`config.mk`:
```
export PLATFORM = sky130hd
export DESIGN_NAME = wb_arbiter_flat
export DESIGN_NICKNAME = d
export VERILOG_FILES = /design/src/rtl/cpu_pkg.sv /design/src/rtl/wb_arbiter_if.sv /design/src/rtl/wb_scoreboard.sv /design/src/rtl/wb_arbiter.sv /design/src/flat_wrapper.sv
export SDC_FILE = /design/constraint.sdc
export NUM_CORES = 1
export LEC_CHECK = 0
export ABC_AREA = 1
export BUFFER_PORTS_ARGS = -buffer_cell sky130_fd_sc_hd__buf_4
export CAP_MARGIN = 10
export CORE_AREA = 10 10 101 103
export CTS_BUF_LIST = sky130_fd_sc_hd__clkbuf_4
export DETAILED_ROUTE_END_ITERATION = 12
export DIE_AREA = 0 0 111 113
export PLACE_DENSITY = 0.81
export SLEW_MARGIN = 20
export SYNTH_ARGS = -nofsm -noshare
export SYNTH_HDL_FRONTEND = slang
export SYNTH_HIERARCHICAL = 1
export SYNTH_SLANG_ARGS = --single-unit
```
`constraint.sdc`:
```
create_clock -name clk -period 3.1 [get_ports clk]
set_clock_uncertainty 0.1 [all_clocks]
set_input_delay 0.155 -clock clk [delete_from_list [all_inputs] [get_ports clk]]
set_output_delay 0.155 -clock clk [all_outputs]
set_load 0.02 [all_outputs]
```
`src/rtl/cpu_pkg.sv`:
```
// Shared constants and types for the MIPS core's write-back path.
package cpu_pkg;

   localparam int DATA_W   = 32;
   localparam int REG_W    = 5;
   localparam int NUM_REGS = 32;

   // Round-robin pointer encoding for the two back-pressurable producers.
   typedef enum logic {
      SRC_MEM = 1'b0,
      SRC_MDU = 1'b1
   } src_e;

   // Which producer, if any, wins the write port in the current cycle.
   typedef enum logic [1:0] {
      GRANT_NONE = 2'd0,
      GRANT_ALU  = 2'd1,
      GRANT_MEM  = 2'd2,
      GRANT_MDU  = 2'd3
   } grant_e;

   // One-hot mask selecting register idx in a NUM_REGS-wide vector.
   function automatic logic [NUM_REGS-1:0] reg_mask(input logic [REG_W-1:0] idx);
      reg_mask      = '0;
      reg_mask[idx] = 1'b1;
   endfunction

endpackage

```
`src/rtl/wb_arbiter_if.sv`:
```
// Producer/decode-side bundle of the write-back arbiter: three result
// sources, the issue port, the register-file write port and the scoreboard.
interface wb_arbiter_if #(
   parameter int DATA_W = cpu_pkg::DATA_W,
   parameter int REG_W  = cpu_pkg::REG_W
);
   import cpu_pkg::*;

   // ALU result (never back-pressured)
   logic              alu_valid;
   logic [REG_W-1:0]  alu_reg;
   logic [DATA_W-1:0] alu_data;

   // Load unit
   logic              mem_valid;
   logic              mem_ready;
   logic [REG_W-1:0]  mem_reg;
   logic [DATA_W-1:0] mem_data;

   // Multiply/divide unit
   logic              mdu_valid;
   logic              mdu_ready;
   logic [REG_W-1:0]  mdu_reg;
   logic [DATA_W-1:0] mdu_data;

   // Decode issue port
   logic              issue_en;
   logic [REG_W-1:0]  issue_reg;

   // Register-file write port and hazard scoreboard
   logic                write_back_en;
   logic [REG_W-1:0]    write_back_reg;
   logic [DATA_W-1:0]   write_back;
   logic [NUM_REGS-1:0] busy;

   // Producers, decode and the register file
   modport master (
      output alu_valid, alu_reg, alu_data,
      output mem_valid, mem_reg, mem_data,
      output mdu_valid, mdu_reg, mdu_data,
      output issue_en, issue_reg,
      input  mem_ready, mdu_ready,
      input  write_back_en, write_back_reg, write_back, busy
   );

   // The arbiter itself
   modport slave (
      input  alu_valid, alu_reg, alu_data,
      input  mem_valid, mem_reg, mem_data,
      input  mdu_valid, mdu_reg, mdu_data,
      input  issue_en, issue_reg,
      output mem_ready, mdu_ready,
      output write_back_en, write_back_reg, write_back, busy
   );

endinterface

```
`src/rtl/wb_scoreboard.sv`:
```
// Register busy scoreboard: a bit is set when decode issues a write to that
// register and cleared when the register file commits it. A set and a clear
// of the same register in one cycle leave the bit set, because the set
// belongs to a newer instruction that is still outstanding. Register 0 is
// hard-wired and never reported busy.
module wb_scoreboard
   import cpu_pkg::*;
(
   input  logic                clk,
   input  logic                rst,
   input  logic                set_en,
   input  logic [REG_W-1:0]    set_reg,
   input  logic                clr_en,
   input  logic [REG_W-1:0]    clr_reg,
   output logic [NUM_REGS-1:0] busy
);

   logic [NUM_REGS-1:0] set_mask;
   logic [NUM_REGS-1:0] clr_mask;
   logic [NUM_REGS-1:0] busy_d;

   // Next busy vector: clear first, then set, so a coincident set wins.
   // NOTE: every signal written here gets a default before any condition,
   // otherwise paths that skip an assignment would infer a latch.
   always_comb begin
      set_mask = '0;
      clr_mask = '0;
      if (set_en && (set_reg != '0)) begin
         set_mask = reg_mask(set_reg);
      end
      if (clr_en) begin
         clr_mask = reg_mask(clr_reg);
      end
      busy_d    = (busy & ~clr_mask) | set_mask;
      busy_d[0] = 1'b0;
   end

   // Busy register; reset drops every outstanding write.
   // NOTE: state is updated with non-blocking assignments so every flop
   // samples its inputs at the same edge regardless of statement order.
   always_ff @(posedge clk or posedge rst) begin
      if (rst) begin
         busy <= '0;
      end else begin
         busy <= busy_d;
      end
   end

endmodule

```
`src/rtl/wb_arbiter.sv`:
```
// Write-back arbiter for the single-write-port register file. The ALU has
// absolute priority and is never stalled; when it is idle the load unit
// and mul/div unit share the port round-robin. The winning (reg, data) is
// registered and drives the register file one cycle after the handshake.
// Writes to register 0 complete their handshake but are not committed.
module wb_arbiter #(
   parameter int DATA_W = cpu_pkg::DATA_W,
   parameter int REG_W  = cpu_pkg::REG_W
) (
   input  logic         clk,
   input  logic         rst,
   wb_arbiter_if.slave  bus
);
   import cpu_pkg::*;

   src_e              rr_ptr;
   grant_e            grant;
   logic              mem_xfer;
   logic              mdu_xfer;
   logic [REG_W-1:0]  win_reg;
   logic [DATA_W-1:0] win_data;

   logic              wb_en_q;
   logic [REG_W-1:0]  wb_reg_q;
   logic [DATA_W-1:0] wb_data_q;

   // Ready handshakes: blocked by any ALU result, and when both MEM and
   // MDU are waiting only the one the round-robin pointer names proceeds.
   assign bus.mem_ready = !bus.alu_valid && (!bus.mdu_valid || (rr_ptr == SRC_MEM));
   assign bus.mdu_ready = !bus.alu_valid && (!bus.mem_valid || (rr_ptr == SRC_MDU));

   assign mem_xfer = bus.mem_valid && bus.mem_ready;
   assign mdu_xfer = bus.mdu_valid && bus.mdu_ready;

   // Resolve the single winner of this cycle and select its payload.
   always_comb begin
      grant    = GRANT_NONE;
      win_reg  = '0;
      win_data = '0;
      if (bus.alu_valid) begin
         grant = GRANT_ALU;
      end else if (mem_xfer) begin
         grant = GRANT_MEM;
      end else if (mdu_xfer) begin
         grant = GRANT_MDU;
      end
      case (grant)
         GRANT_ALU: begin
            win_reg  = bus.alu_reg;
            win_data = bus.alu_data;
         end
         GRANT_MEM: begin
            win_reg  = bus.mem_reg;
            win_data = bus.mem_data;
         end
         GRANT_MDU: begin
            win_reg  = bus.mdu_reg;
            win_data = bus.mdu_data;
         end
         default: begin
            win_reg  = '0;
            win_data = '0;
         end
      endcase
   end

   // Output register and round-robin pointer. The pointer only moves after
   // a MEM or MDU transfer, so ALU bursts do not disturb the fairness order.
   // Reg/data hold their last values whenever nothing is committed.
   always_ff @(posedge clk or posedge rst) begin
      if (rst) begin
         wb_en_q   <= 1'b0;
         wb_reg_q  <= '0;
         wb_data_q <= '0;
         rr_ptr    <= SRC_MEM;
      end else begin
         wb_en_q <= 1'b0;
         if ((grant != GRANT_NONE) && (win_reg != '0)) begin
            wb_en_q   <= 1'b1;
            wb_reg_q  <= win_reg;
            wb_data_q <= win_data;
         end
         if (grant == GRANT_MEM) begin
            rr_ptr <= SRC_MDU;
         end else if (grant == GRANT_MDU) begin
            rr_ptr <= SRC_MEM;
         end
      end
   end

   assign bus.write_back_en  = wb_en_q;
   assign bus.write_back_reg = wb_reg_q;
   assign bus.write_back     = wb_data_q;

   // Busy bits clear at the same edge the register file commits the write.
   wb_scoreboard u_scoreboard (
      .clk     (clk),
      .rst     (rst),
      .set_en  (bus.issue_en),
      .set_reg (bus.issue_reg),
      .clr_en  (wb_en_q),
      .clr_reg (wb_reg_q),
      .busy    (bus.busy)
   );

endmodule

```
`src/flat_wrapper.sv`:
```
// flat-port wrapper written by rule: the top's interface ports become plain ports
module wb_arbiter_flat import cpu_pkg::*;
#(
   parameter int DATA_W = cpu_pkg::DATA_W,
   parameter int REG_W  = cpu_pkg::REG_W
)
  (clk, rst, bus_alu_valid, bus_alu_reg, bus_alu_data, bus_mem_valid, bus_mem_reg, bus_mem_data, bus_mdu_valid, bus_mdu_reg, bus_mdu_data, bus_issue_en, bus_issue_reg, bus_mem_ready, bus_mdu_ready, bus_write_back_en, bus_write_back_reg, bus_write_back, bus_busy);
  wb_arbiter_if #(.DATA_W(DATA_W), .REG_W(REG_W)) bus_i ();
  input  logic clk;
  input  logic rst;
  input wire logic [$bits(bus_i.alu_valid)-1:0] bus_alu_valid;
  input wire logic [$bits(bus_i.alu_reg)-1:0] bus_alu_reg;
  input wire logic [$bits(bus_i.alu_data)-1:0] bus_alu_data;
  input wire logic [$bits(bus_i.mem_valid)-1:0] bus_mem_valid;
  input wire logic [$bits(bus_i.mem_reg)-1:0] bus_mem_reg;
  input wire logic [$bits(bus_i.mem_data)-1:0] bus_mem_data;
  input wire logic [$bits(bus_i.mdu_valid)-1:0] bus_mdu_valid;
  input wire logic [$bits(bus_i.mdu_reg)-1:0] bus_mdu_reg;
  input wire logic [$bits(bus_i.mdu_data)-1:0] bus_mdu_data;
  input wire logic [$bits(bus_i.issue_en)-1:0] bus_issue_en;
  input wire logic [$bits(bus_i.issue_reg)-1:0] bus_issue_reg;
  output wire logic [$bits(bus_i.mem_ready)-1:0] bus_mem_ready;
  output wire logic [$bits(bus_i.mdu_ready)-1:0] bus_mdu_ready;
  output wire logic [$bits(bus_i.write_back_en)-1:0] bus_write_back_en;
  output wire logic [$bits(bus_i.write_back_reg)-1:0] bus_write_back_reg;
  output wire logic [$bits(bus_i.write_back)-1:0] bus_write_back;
  output wire logic [$bits(bus_i.busy)-1:0] bus_busy;
  assign bus_i.alu_valid = bus_alu_valid;
  assign bus_i.alu_reg = bus_alu_reg;
  assign bus_i.alu_data = bus_alu_data;
  assign bus_i.mem_valid = bus_mem_valid;
  assign bus_i.mem_reg = bus_mem_reg;
  assign bus_i.mem_data = bus_mem_data;
  assign bus_i.mdu_valid = bus_mdu_valid;
  assign bus_i.mdu_reg = bus_mdu_reg;
  assign bus_i.mdu_data = bus_mdu_data;
  assign bus_i.issue_en = bus_issue_en;
  assign bus_i.issue_reg = bus_issue_reg;
  assign bus_mem_ready = bus_i.mem_ready;
  assign bus_mdu_ready = bus_i.mdu_ready;
  assign bus_write_back_en = bus_i.write_back_en;
  assign bus_write_back_reg = bus_i.write_back_reg;
  assign bus_write_back = bus_i.write_back;
  assign bus_busy = bus_i.busy;
  wb_arbiter #(.DATA_W(DATA_W), .REG_W(REG_W)) u_core (.clk(clk), .rst(rst), .bus(bus_i));
endmodule
```
Word level (Yosys, flattened, before mapping)
Index checks and enable logic that the tools add are counted.
{"block": "totals", "wordCells": 47, "output_inout_bits": 72, "in_bits": 122, "register_bits": 70}
{"block": "classes", "n_eq_ne": 3, "reduce_logical": 17, "n_bitwise": 4, "n_lt_le_gt_ge": 4, "n_mux": 14}
{"cell": "one-hot mux 32 bit (3 select lines)", "n": 1}
{"cell": "two-way mux 32 bit", "n": 2}
{"cell": "AND 32 bit", "n": 1}
{"cell": "inverter 32 bit", "n": 1}
{"cell": "bitwise OR 32 bit", "n": 1}
{"cell": "one-hot mux 5 bit (3 select lines)", "n": 1}
{"cell": "< comparator 5 x 6 -> 1 bit, second input constant", "n": 2}
{"cell": "demux 1 bit (select 5 bit)", "n": 2}
{"cell": "greater-or-equal comparator 5 x 1 -> 1 bit, second input constant", "n": 2}
{"cell": "nonzero test 5 bit", "n": 2}
{"cell": "logical AND 1 bit", "n": 8}
{"cell": "two-way mux 2 bit", "n": 3}
{"cell": "two-way mux 1 bit", "n": 5}
{"cell": "== test 2 bit, second input constant", "n": 2}
{"cell": "nonzero test 2 bit", "n": 2}
{"cell": "zero test 1 bit", "n": 3}
{"cell": "== test 2 x 1 -> 1 bit, second input constant", "n": 1}
{"cell": "logical OR 1 bit", "n": 2}
{"cell": "inverter 1 bit", "n": 1}

Depth between registers and ports, before layout
Gate-level depths: netlist (run 1).
{"block": "depth", "depth_word": 12, "depth_mapped": 11}

By module
The synthesis (run 1) kept the hierarchy.
{"mod": "wb_arbiter", "n_inst": 1, "area_per_inst_um2": 2439.8, "cells_each": 340, "seq_area_each_um2": 975.9}
{"mod": "wb_scoreboard", "n_inst": 1, "area_per_inst_um2": 1536.5, "cells_each": 200, "seq_area_each_um2": 775.7}

Worst setup path after synthesis (run 1)
Ideal clock, no wire load.
{"block": "synth_timing", "path_kind": "register -> register", "from": "register u_core.rr_ptr", "to": "register u_core.wb_data_q[23], in the netlist u_core/bus.write_back[23]", "n_path_buf": 1, "period_less_slack_ps": 1743, "arrival_time_ps": 1577, "setup_ps": 66, "stages_incl_launch_ff": 9, "t_required_ps": 2934, "setup_slack_ps": 1357, "cell_sequence": "dfrtp_1 -> a21oi_1 -> nand3_1 -> nand3_4 -> inv_2 -> nand3_2 -> buf_2 -> nand2_1 -> nand2_1"}
{"block": "synth_between", "elab_chain_len": 10, "word_cells_on_any_way": 18, "classes_between": "eq/ne (3); mux (5); bitwise (1); reduce/logical (9)"}
{"element": "start: declaration", "line": "wb_arbiter.sv:16", "text": "src_e rr_ptr;"}
{"element": "start signal: assignment", "line": "wb_arbiter.sv:75", "text": "rr_ptr <= SRC_MEM;"}
{"element": "start signal: assignment", "line": "wb_arbiter.sv:84", "text": "rr_ptr <= SRC_MDU;"}
{"element": "start signal: assignment", "line": "wb_arbiter.sv:86", "text": "rr_ptr <= SRC_MEM;"}
{"element": "inverter 1 bit *", "line": "wb_arbiter.sv:29", "text": "assign bus.mem_ready = !bus.alu_valid && (!bus.mdu_valid || (rr_ptr == SRC_MEM));"}
{"element": "logical OR 1 bit *", "line": "wb_arbiter.sv:29"}
{"element": "logical AND 1 bit *", "line": "wb_arbiter.sv:29"}
{"element": "via bus_mem_ready", "line": "flat_wrapper.sv:22", "text": "output wire logic [$bits(bus_i.mem_ready)-1:0] bus_mem_ready;"}
{"element": "logical AND 1 bit *", "line": "wb_arbiter.sv:32", "text": "assign mem_xfer = bus.mem_valid && bus.mem_ready;"}
{"element": "two-way mux 2 bit *", "line": "wb_arbiter.sv:42", "text": "end else if (mem_xfer) begin"}
{"element": "two-way mux 2 bit *", "line": "wb_arbiter.sv:40", "text": "if (bus.alu_valid) begin"}
{"element": "== test 2 bit or == test 2 x 1 -> 1 bit (tied branches)", "line": "wb_arbiter.sv:47", "text": "case (grant)"}
{"element": "one-hot mux 5 bit (3 select lines)", "line": "wb_arbiter.sv:47"}
{"element": "nonzero test 5 bit", "line": "wb_arbiter.sv:78", "text": "if ((grant != GRANT_NONE) && (win_reg != '0)) begin"}
{"element": "logical AND 1 bit", "line": "wb_arbiter.sv:78"}
{"element": "end signal: assignment", "line": "wb_arbiter.sv:81", "text": "wb_data_q <= win_data;"}
{"element": "end: declaration", "line": "wb_arbiter.sv:25", "text": "logic [DATA_W-1:0] wb_data_q;"}
The timed path passes the listed nets; every way through them passes the cells marked *.
A chain may end at the register's enable or synchronous reset.

Worst setup path in the final report (run 1)
{"block": "layout_timing", "from": "register u_core.rr_ptr", "to": "register u_core.wb_data_q[10], in the netlist u_core/bus.write_back[10]"}
{"block": "layout_between", "elab_chain_len": 10, "word_cells_on_any_way": 18, "classes_between": "eq/ne (3); mux (5); bitwise (1); reduce/logical (9)"}
{"element": "logical OR 1 bit or inverter 1 bit (tied branches)", "line": "wb_arbiter.sv:30, wb_arbiter.sv:29"}
{"element": "logical AND 1 bit or logical OR 1 bit (tied branches)", "line": "wb_arbiter.sv:30, wb_arbiter.sv:29"}
{"element": "logical AND 1 bit, on equally long branches", "line": "wb_arbiter.sv:33, wb_arbiter.sv:29"}
{"element": "two-way mux 2 bit or logical AND 1 bit (tied branches)", "line": "wb_arbiter.sv:44, wb_arbiter.sv:32"}
{"element": "two-way mux 2 bit *", "line": "wb_arbiter.sv:42"}
{"element": "two-way mux 2 bit *", "line": "wb_arbiter.sv:40"}
{"element": "== test 2 bit or == test 2 x 1 -> 1 bit (tied branches)", "line": "wb_arbiter.sv:47"}
{"element": "one-hot mux 5 bit (3 select lines)", "line": "wb_arbiter.sv:47"}
{"element": "nonzero test 5 bit", "line": "wb_arbiter.sv:78"}
{"element": "logical AND 1 bit", "line": "wb_arbiter.sv:78"}
Mark *: on every way between the ends. The rest lies on a longest branch, timed or not.

==> reports/results.ini, run 1 <==
[global_route]
grt_pass1_wl_um=25790
grt_pass1_vias=5046
grt_usage=0.2531
antenna_found_initial=0
grt_start_max_net_pins=41
grt_overflow=0

[critical_path]
slowest_delay_ns=0.50
crit_chain=inv_1 -> nand2_2 -> nand3_1 -> inv_2 -> nand2_2 -> nand3_4 -> inv_2 -> nand3_2 -> nand2_1 -> nand2_1
worst-path-buf-inv=3
cp.arrival_ns=2.64
cp-start-kind=flop
cp_max_fo=34
path_class=reg -> reg
crit_family=simple AND/OR/NAND/NOR gates
end_kind=flop
crit_path_top_delay_cell=nand3_2
cp.required_ns=3.31

[layout]
drive_above_1_share=0.3258
antenna_cells=0
nFillCells=552
final_cell_area_um2=6248
largest_reg_flops=37
nets=915
syn_to_final_growth_pct=57.14

[clock_tree]
postCtsHoldBufs=72
cts.clk_slew.worst_paths_ns=0.11
htree_levels=3
ctsResizeCount=0
cts_made_buffers=9
clk_path_buf_depth=2
postCtsSetupBuffers=0
cts-root-buf=clkbuf_4
cts_tree=built
clk_latency_ns=0.42
clock-sinks=70

[timing]
setup_viol=0
clock.fmax_mhz=412.2
relSlewSlack=0.5444
hold_viol=0
period_needed_ns=2.426
finalSetupTns_ns=0
fin_crit_sh=0.7825
rsz0062_at_grt=false
tightestPinTransition_ns=0.6827
drv_slew=0

[floorplan]
initial_core_util=0.4888
num_rows=33
ios=194
die_w_um=111
core_area_um2=8134
dieHeight_um=113
die_area_um2=12540

[synth]
synth_top_area_share=0.4405
synth_top_area_cell=dfrtp_1
yosys_warnings=6
yosys-top-cells-area=dfrtp_1, nand2_1, nand3_1
seq_area_frac_synth=0.4405
ys_ff_latch=70
syn_inst=540
synth_common_cells=nand2_1, nand3_1, dfrtp_1
yosysMostFrequentCell=nand2_1
ys.flop_type=dfrtp_1
netlist_area_um2=3976
async_reset_ff_frac=1.000
synth_area_per_cell_um2=7.364
synth_edf_count=0
synth.distinct_cells=29
synthesis.nets=662

[power_and_ir_drop]
pwr_density_cell_nw_per_um2=551.1
ir_worst_vdd_mv=0.2104
p_leak_uw=0.003269

[drt]
vias_per_cell=5.373
wl_um=16520
route.detailed.drc=0
vias=4852
wl_per_cell_um=18.29
ant_nets=0
drt_iter0_markers=361
dr.pass1.iters=5

[place]
numPortBuffers=192
gp_congestion=0.9139
post-dp-hpwl_um=11480
placed_cell_area_um2=5400

[flow_run]
cap_violations=0

[worst_hold_path]
hp-class=in -> reg

[run_status]
outcome=finished clean

worst reg2reg max path: cells and delay by family, from the launching register on:
family	cells	cell delay [ns]
AND/OR/NAND/NOR	7	1.36
buffers and inverters	3	0.43
flip-flops	1	0.42
worst paths after layout:
kind	to	start	cells after the start	slack [ns]
max in group asynchronous	u_core/bus.write_back[17]	rst	4	1.85
min reg2reg	u_core/u_scoreboard/busy[14]	u_core/u_scoreboard/busy[14]	2	0.39
min	u_core/bus.write_back_reg[1]	bus_mdu_reg[1]	5	0.02
min in group asynchronous	u_core/u_scoreboard/busy[8]	rst	3	0.27
max	u_core/bus.write_back[10]	u_core/rr_ptr	10	0.67
max reg2reg	u_core/bus.write_back[10]	u_core/rr_ptr	10	0.67
where the power goes:
group / internal, µW / leakage (µW) / switching [µW] / total, µW
clock: 246 / 0.0000750 / 324 / 570
combinational: 655 / 0.00236 / 870 / 1530
sequential: 1160 / 0.000833 / 184 / 1350
logic make-up (layout without fill, tap and decap cells):
logic type             Yosys count  in the layout  synth area share
AO/OA/AOI/OAI                   11             11           0.01448
other                            1              1         0.0009431
buffers and inverters           45            303           0.06230
AND/OR/NAND/NOR                413            413            0.4818
flip-flops                      70             70            0.4405
cell usage in the layout (no fill, tap or decap), types with 3 or more instances in the layout:
| cell type | n |
|---|---|
| buf_4 | 194 |
| nand3_1 | 73 |
| nand3_2 | 12 |
| nand2_2 | 6 |
| o21ai_0 | 8 |
| nor2_1 | 9 |
| clkinv_1 | 3 |
| dlygate4sd3_1 | 72 |
| nor2_4 | 3 |
| dfrtp_1 | 70 |
| inv_2 | 13 |
| clkbuf_4 | 10 |
| nand2_1 | 285 |
| inv_1 | 7 |
| clkinv_2 | 3 |
| nand4_1 | 6 |
| nor3_2 | 7 |
| nor3_4 | 4 |
per-stage QoR:
stage | utilization | std cells | setup slack [ns] | hold slack, ns | total power [µW]
6_report | 0.7682 | 903 | 0.6742 | 0.02239 | 3443
5_1_grt | 0.7682 | 903 | 0.5334 | 0.02566 | 3634
4_1_cts | 0.7682 | 903 | 0.7408 | 0.004371 | 3434
3_5_place_dp | 0.6639 | 815 | 0.6311 | 0.2038 | 2778
3_3_place_gp | 0.6639 | 815 | 0.8167 | 0.2121 | 2742
2_1_floorplan | - | 540 | 1.357 | 0.1585 | 2077
metal layers:
| metal | track usage | vias to the layer above | wire (µm) |
|---|---|---|---|
| met5 | 0 | - | 0 |
| met2 | 0.4548 | 318 | 8265 |
| met4 | 0.1632 | 0 | 1013 |
| met1 | 0.2467 | 2227 | 5584 |
| li1 | - | 2226 | - |
| met3 | 0.08135 | 81 | 1653 |
layout make-up:
type | instances | area [µm²] | share of cell area
well taps | 105 | 131.4 | 0.02103
flip-flops and latches | 70 | 1752 | 0.2803
inverters | 21 | 78.83 | 0.01262
clock inverters | 6 | 52.55 | 0.008410
clock buffers | 10 | 75.07 | 0.01201
repair buffers | 266 | 2177 | 0.3484
multi-input cells | 425 | 1982 | 0.3172
No activity file was read; power rests on OpenSTA's default activity.
==> inputs of run 2 (changes only) <==
Settings changed: CORE_AREA 10 10 101 103 to 10 10 108 110, DIE_AREA 0 0 111 113 to 0 0 118 120, PLACE_DENSITY 0.81 to 0.74.
Clock period 3.1 ns to 2.2 ns, I/O delays scaled along.
==> reports/results.ini, run 2 (same netlist as run 1, synthesis figures left out) <==
[run_status]
outcome=finished clean

[critical_path]
end_kind=flop
path_class=reg -> reg
r2r.worst_path.cells=7  ; -3
cp_max_fo=33  ; -2.9%
reg2reg_from=u_core/rr_ptr
cp.arrival_ns=2.35  ; -0.29 ns
cp.required_ns=2.44  ; -0.87 ns
crit_start=u_core/rr_ptr
reg2reg_slack_ns=0.09  ; -0.59 ns
reg2reg_to=u_core/bus.write_back[17]
cp-start-kind=flop

[clock_tree]
cts_made_buffers=9  ; unchanged
cts-root-buf=clkbuf_4
clock-sinks=70  ; unchanged
cts.clk_slew.worst_paths_ns=0.12  ; about the same
clk_path_buf_depth=2  ; unchanged
cts_tree=built
htree_levels=3  ; unchanged
clk_latency_ns=0.39  ; -0.03 ns

[layout]
final_common_cell=nand2_1
mostFrequentLayoutCells=nand2_1, buf_4, dlygate4sd3_1
nets=935  ; +2.2%
fin_cells=954  ; +5.6%
finish.utilization=0.6851  ; -0.08305
largest_reg_flops=37  ; unchanged
syn_to_final_growth_pct=64.54
drive_above_1_share=0.3252  ; -0.0006312

[drt]
wl_per_cell_um=17.42  ; -4.8%
ant_nets=0  ; unchanged
vias_per_cell=5.077  ; -5.5%
route.detailed.drc=0  ; unchanged
vias=4843  ; -0.19%
drt_iter0_markers=391  ; +8.3%
wl_um=16620  ; +0.61%
dr.pass1.iters=5  ; unchanged

[power_and_ir_drop]
seqPwrFrac=0.379  ; -0.012
finalPower_uw=5018  ; +46%
combPwrFrac=0.434  ; -0.009
p_switching_uw=1957  ; +42%
p_leak_uw=0.003366  ; +3.0%
intPower_uw=3061  ; +48%
pwr_density_cell_nw_per_um2=767.0  ; +39%
ir_worst_vdd_mv=0.4140  ; +97%
swShare=0.3900  ; -0.01026
power.share.clock=0.187  ; +0.021

[timing]
relSlewSlack=0.4247  ; -0.1196
tightestPinTransition_ns=0.8576  ; +0.1749 ns
finalSetupTns_ns=0  ; unchanged
clock.fmax_mhz=473.0  ; +15%
drv_slew=0  ; unchanged
hold_viol=0  ; unchanged
setup_viol=0  ; unchanged
period_needed_ns=2.114  ; -0.3118 ns
rsz0062_at_grt=false
fin_crit_sh=0.9609  ; +0.1784

[worst_hold_path]
hold_depth=5  ; unchanged
min_from=bus_alu_reg[1]
hp-class=in -> reg
hold_end=u_core/bus.write_back_reg[1]

[global_route]
grt_usage=0.2213  ; -0.03183
grt_pass1_vias=5204  ; +3.1%
grt_pass1_wl_um=25810  ; about the same
grt_overflow=0  ; unchanged
antenna_found_initial=3  ; +3
grt_start_max_net_pins=38  ; -7.3%

[place]
gp_congestion=0.8827  ; -3.4%
post-dp-hpwl_um=11250  ; -2.0%
numPortBuffers=192  ; unchanged
place_inst=847  ; +3.9%

[floorplan]
core_area_um2=9549  ; +17%
num_rows=36  ; +9.1%
die_w_um=118  ; +6.3%
ios=194  ; unchanged
dieHeight_um=120  ; +6.2%
die_area_um2=14160  ; +13%
initial_core_util=0.4164  ; -0.07244

[flow_run]
cap_violations=0  ; unchanged

-- run 2: cell types whose count changed in the layout (fill, tap and decap cells not counted), moves of 2 or more --
cell / before / now
buf_4: 194 / 198
clkinv_2: 3 / 1
diode_2: 0 / 3
dlygate4sd3_1: 72 / 86
-- run 2: cell type report --
class	instances	area [µm²]
clock inverters	6	85.08
clock buffers	10	75.07
fillers	730	3007
flip-flops and latches	70	1752
multi-input cells	425	1986
well taps	133	166.4
repair buffers	286	2392
diodes	3	7.507
inverters	21	78.83
-- run 2: worst max path at each step --
stage                           endpoint  slack, ns  cells after the start
3_3_place_gp    u_core/bus.write_back[4]       0.42                      9
4_1_cts        u_core/bus.write_back[12]       0.03                      7
2_1_floorplan  u_core/bus.write_back[23]       0.46                      8
6_report       u_core/bus.write_back[17]       0.09                      7
3_5_place_dp   u_core/bus.write_back[16]       0.35                      9
5_1_grt        u_core/bus.write_back[18]      0.003                     10
-- run 2: worst max-delay path, stage by stage, from the launching register on --
cell	delay [ns]
dfrtp_1	0.43
nand2_2	0.14
and3_4	0.44
nand2_1	0.11
nand3_1	0.09
dlygate4sd3_1	0.55
nand2_1	0.08
nand2_1	0.09
-- run 2: per-layer routing --
layer	vias to the layer above	wire length, µm	GRT usage
li1	2273	-	-
met1	2230	5953	0.2293
met2	284	8156	0.3836
met3	56	1840	0.08767
met4	0	668	0.1121
met5	-	0	0
-- run 2: stage by stage --
step	instance area [µm²]	hold slack, ns	worst slack [ns]
detailed placement	5465	0.1276	0.3487
CTS	6486	0.007428	0.02835
finish	6543	0.03078	0.08605
floorplan	3976	0.1135	0.4573
global route	6543	0.04478	0.002985
global placement	5465	0.1217	0.4210
-- run 2: power by group through the flow --
stage               Combinational (µW)  Sequential (µW)  Clock, µW
global route                      2350             1950       1010
floorplan                          623             2300          0
global placement                  1960             1900          0
detailed placement                2000             1920          0
CTS                               2150             1900        957
finish                            2180             1900        938
-- run 2: timing repair --
action	4_1_cts	5_1_grt
setup endpoints to repair	0	23
hold endpoints to repair	121	0
resized for setup	0	4
setup buffers	0	1
hold buffers	86	0
==> inputs of run 3 (changes only) <==
Settings changed: BUFFER_PORTS_ARGS -buffer_cell sky130_fd_sc_hd__buf_4 to unset, CORE_AREA 10 10 108 110 to 10 10 101 103, DIE_AREA 0 0 118 120 to 0 0 111 113, DONT_BUFFER_PORTS set to 1, PLACE_DENSITY 0.74 to 0.63.
==> reports/results.ini, run 3 (same netlist as run 1, synthesis figures left out) <==
[run_status]
outcome=finished clean

[critical_path]
path_class=in -> reg
cp.arrival_ns=2.40  ; +0.05 ns
crit_chain=dlygate4sd3_1 -> inv_2 -> nor3_2 -> dlygate4sd3_1 -> nand2_1 -> dlygate4sd3_1 -> nand2_1
cp_max_fo=5  ; -85%
reg2reg_to=u_core/bus.write_back[20]
cpMostUsedCell=dlygate4sd3_1
reg2reg_from=u_core/rr_ptr
r2r.worst_path.cells=7  ; unchanged
slowest_delay_ns=0.68  ; +0.13 ns
reg2reg_slack_ns=0.14  ; +0.05 ns
crit_path_top_delay_cell=dlygate4sd3_1
cp.required_ns=2.44  ; about the same
end_kind=flop
cp-start-kind=primary input

[floorplan]
dieHeight_um=113  ; -5.8%
num_rows=33  ; -8.3%
die_area_um2=12540  ; -11%
die_w_um=111  ; -5.9%
initial_core_util=0.4888  ; +0.07244
core_area_um2=8134  ; -15%
ios=194  ; unchanged

[timing]
period_needed_ns=2.153  ; +0.03917 ns
hold_viol=0  ; unchanged
tightestPinTransition_ns=0.6183  ; -0.2392 ns
fin_crit_sh=0.9787  ; +0.01781
drv_slew=0  ; unchanged
finalSetupTns_ns=0  ; unchanged
rsz0062_at_grt=false
setup_viol=0  ; unchanged
clock.fmax_mhz=464.4  ; -1.8%
relSlewSlack=0.5863  ; +0.1615

[power_and_ir_drop]
p_leak_uw=0.002456  ; -27%
ir_worst_vdd_mv=0.4287  ; +3.6%
pwr_density_cell_nw_per_um2=784.4  ; +2.3%

[drt]
highest_layer=met4
dr.pass1.iters=5  ; unchanged
drt_iter0_markers=310  ; -21%
wl_um=14320  ; -14%
wl_met3_um=1656  ; -10%
ant_nets=0  ; unchanged
wl_met1_um=5211  ; -12%
vias_per_cell=5.516  ; +8.7%
wl_per_cell_um=19.36  ; +11%
vias=4082  ; -16%
route.met2.wl_um=7043  ; -14%
route.detailed.drc=0  ; unchanged

[layout]
nFillCells=684  ; -6.3%
syn_to_final_growth_pct=27.82
mostFrequentLayoutCells=nand2_1, dlygate4sd3_1, nand3_1
largest_reg_flops=37  ; unchanged
final_common_cell=nand2_1
nets=753  ; -19%
final_cell_area_um2=5082  ; -22%
drive_above_1_share=0.1088  ; -0.2164

[clock_tree]
cts-root-buf=clkbuf_4
htree_levels=3  ; unchanged
clk_latency_ns=0.39  ; about the same
clock-sinks=70  ; unchanged
cts_made_buffers=9  ; unchanged
cts.clk_slew.worst_paths_ns=0.11  ; about the same
cts_tree=built
clk_path_buf_depth=2  ; unchanged

[global_route]
grt_start_max_net_pins=38  ; unchanged
grt_pass1_vias=4265  ; -18%
grt_overflow=0  ; unchanged
grt_usage=0.2222  ; +0.0009587
antenna_found_initial=1  ; -2
grt_pass1_wl_um=22780  ; -12%

[place]
gp_congestion=0.8665  ; -1.8%
placed_cell_area_um2=3989  ; -27%
numPortBuffers=0  ; -100%
post-dp-hpwl_um=9503  ; -15%

[worst_hold_path]
hold_end=u_core/bus.write_back_en
min_from=bus_alu_reg[0]
hold_depth=4  ; -1
hp-class=in -> reg

[flow_run]
cap_violations=0  ; unchanged

run 3: changes by cell type in the layout (fill, tap and decap cells not counted), moves of 2 or more:
cell / delta
diode_2: -2
buf_4: -193
bufinv_16: -2
dlygate4sd3_1: +11
run 3: cell type report:
class,count,area (µm²),area share
clock inverter,4,16.27,0.003200
tap,105,131.4,0.02585
clock buffer,10,75.07,0.01477
inverter,21,78.83,0.01551
sequential,70,1752,0.3447
antenna,1,2.502,0.0004924
multi-input combinational,425,1986,0.3907
timing repair buffer,104,1041,0.2048
run 3: routing by layer:
layer | track usage | vias to the layer above
met5 | 0 | -
met4 | 0.09896 | 0
met3 | 0.08822 | 34
met2 | 0.3726 | 236
met1 | 0.2446 | 1910
li1 | - | 1902
run 3: worst max-delay path, delay by kind of cell:
| kind | cells | cell delay (ns) |
|---|---|---|
| simple gates | 3 | 0.25 |
| buf+inv | 4 | 2.03 |
run 3: what timing repair did:
item / CTS / global route
hold buffers: 98 / 0
hold endpoints to repair: 126 / 0
gates resized for setup: 0 / 5
setup buffers: 0 / 0
endpoints found under the setup margin: 0 / 24
run 3: metrics by stage:
stage | util | hold WS [ns] | setup WS, ns | power (µW) | cells
3_5_place_dp | 0.4904 | 0.007121 | 0.3126 | 3188 | 627
2_1_floorplan | - | 0.1135 | 0.4573 | 2927 | 540
6_report | 0.6248 | 0.07257 | 0.04688 | 3987 | 740
5_1_grt | 0.6248 | 0.06802 | 0.001165 | 4253 | 740
3_3_place_gp | 0.4904 | 0.0006414 | 0.4164 | 3152 | 627
4_1_cts | 0.6222 | 0.03155 | 0.02176 | 4021 | 739
run 3: where the power goes:
part | switching, µW | total (µW) | internal, µW | leakage (µW)
combinational | 536 | 921 | 385 | 0.00157
sequential | 782 | 2420 | 1640 | 0.000833
clock | 427 | 648 | 221 | 0.0000546
run 3: how the worst max path moves through the flow:
stage,slack (ns),end,start,cells past startpoint
finish,0.05,u_core/u_scoreboard/busy[16],bus_issue_reg[4],7
global route,0.001,u_core/bus.write_back[12],u_core/rr_ptr,7
CTS,0.02,u_core/bus.write_back[0],u_core/rr_ptr,7
detailed placement,0.31,u_core/bus.write_back[17],u_core/rr_ptr,9
global placement,0.42,u_core/bus.write_back[23],u_core/rr_ptr,9
floorplan,0.46,u_core/bus.write_back[23],u_core/rr_ptr,8
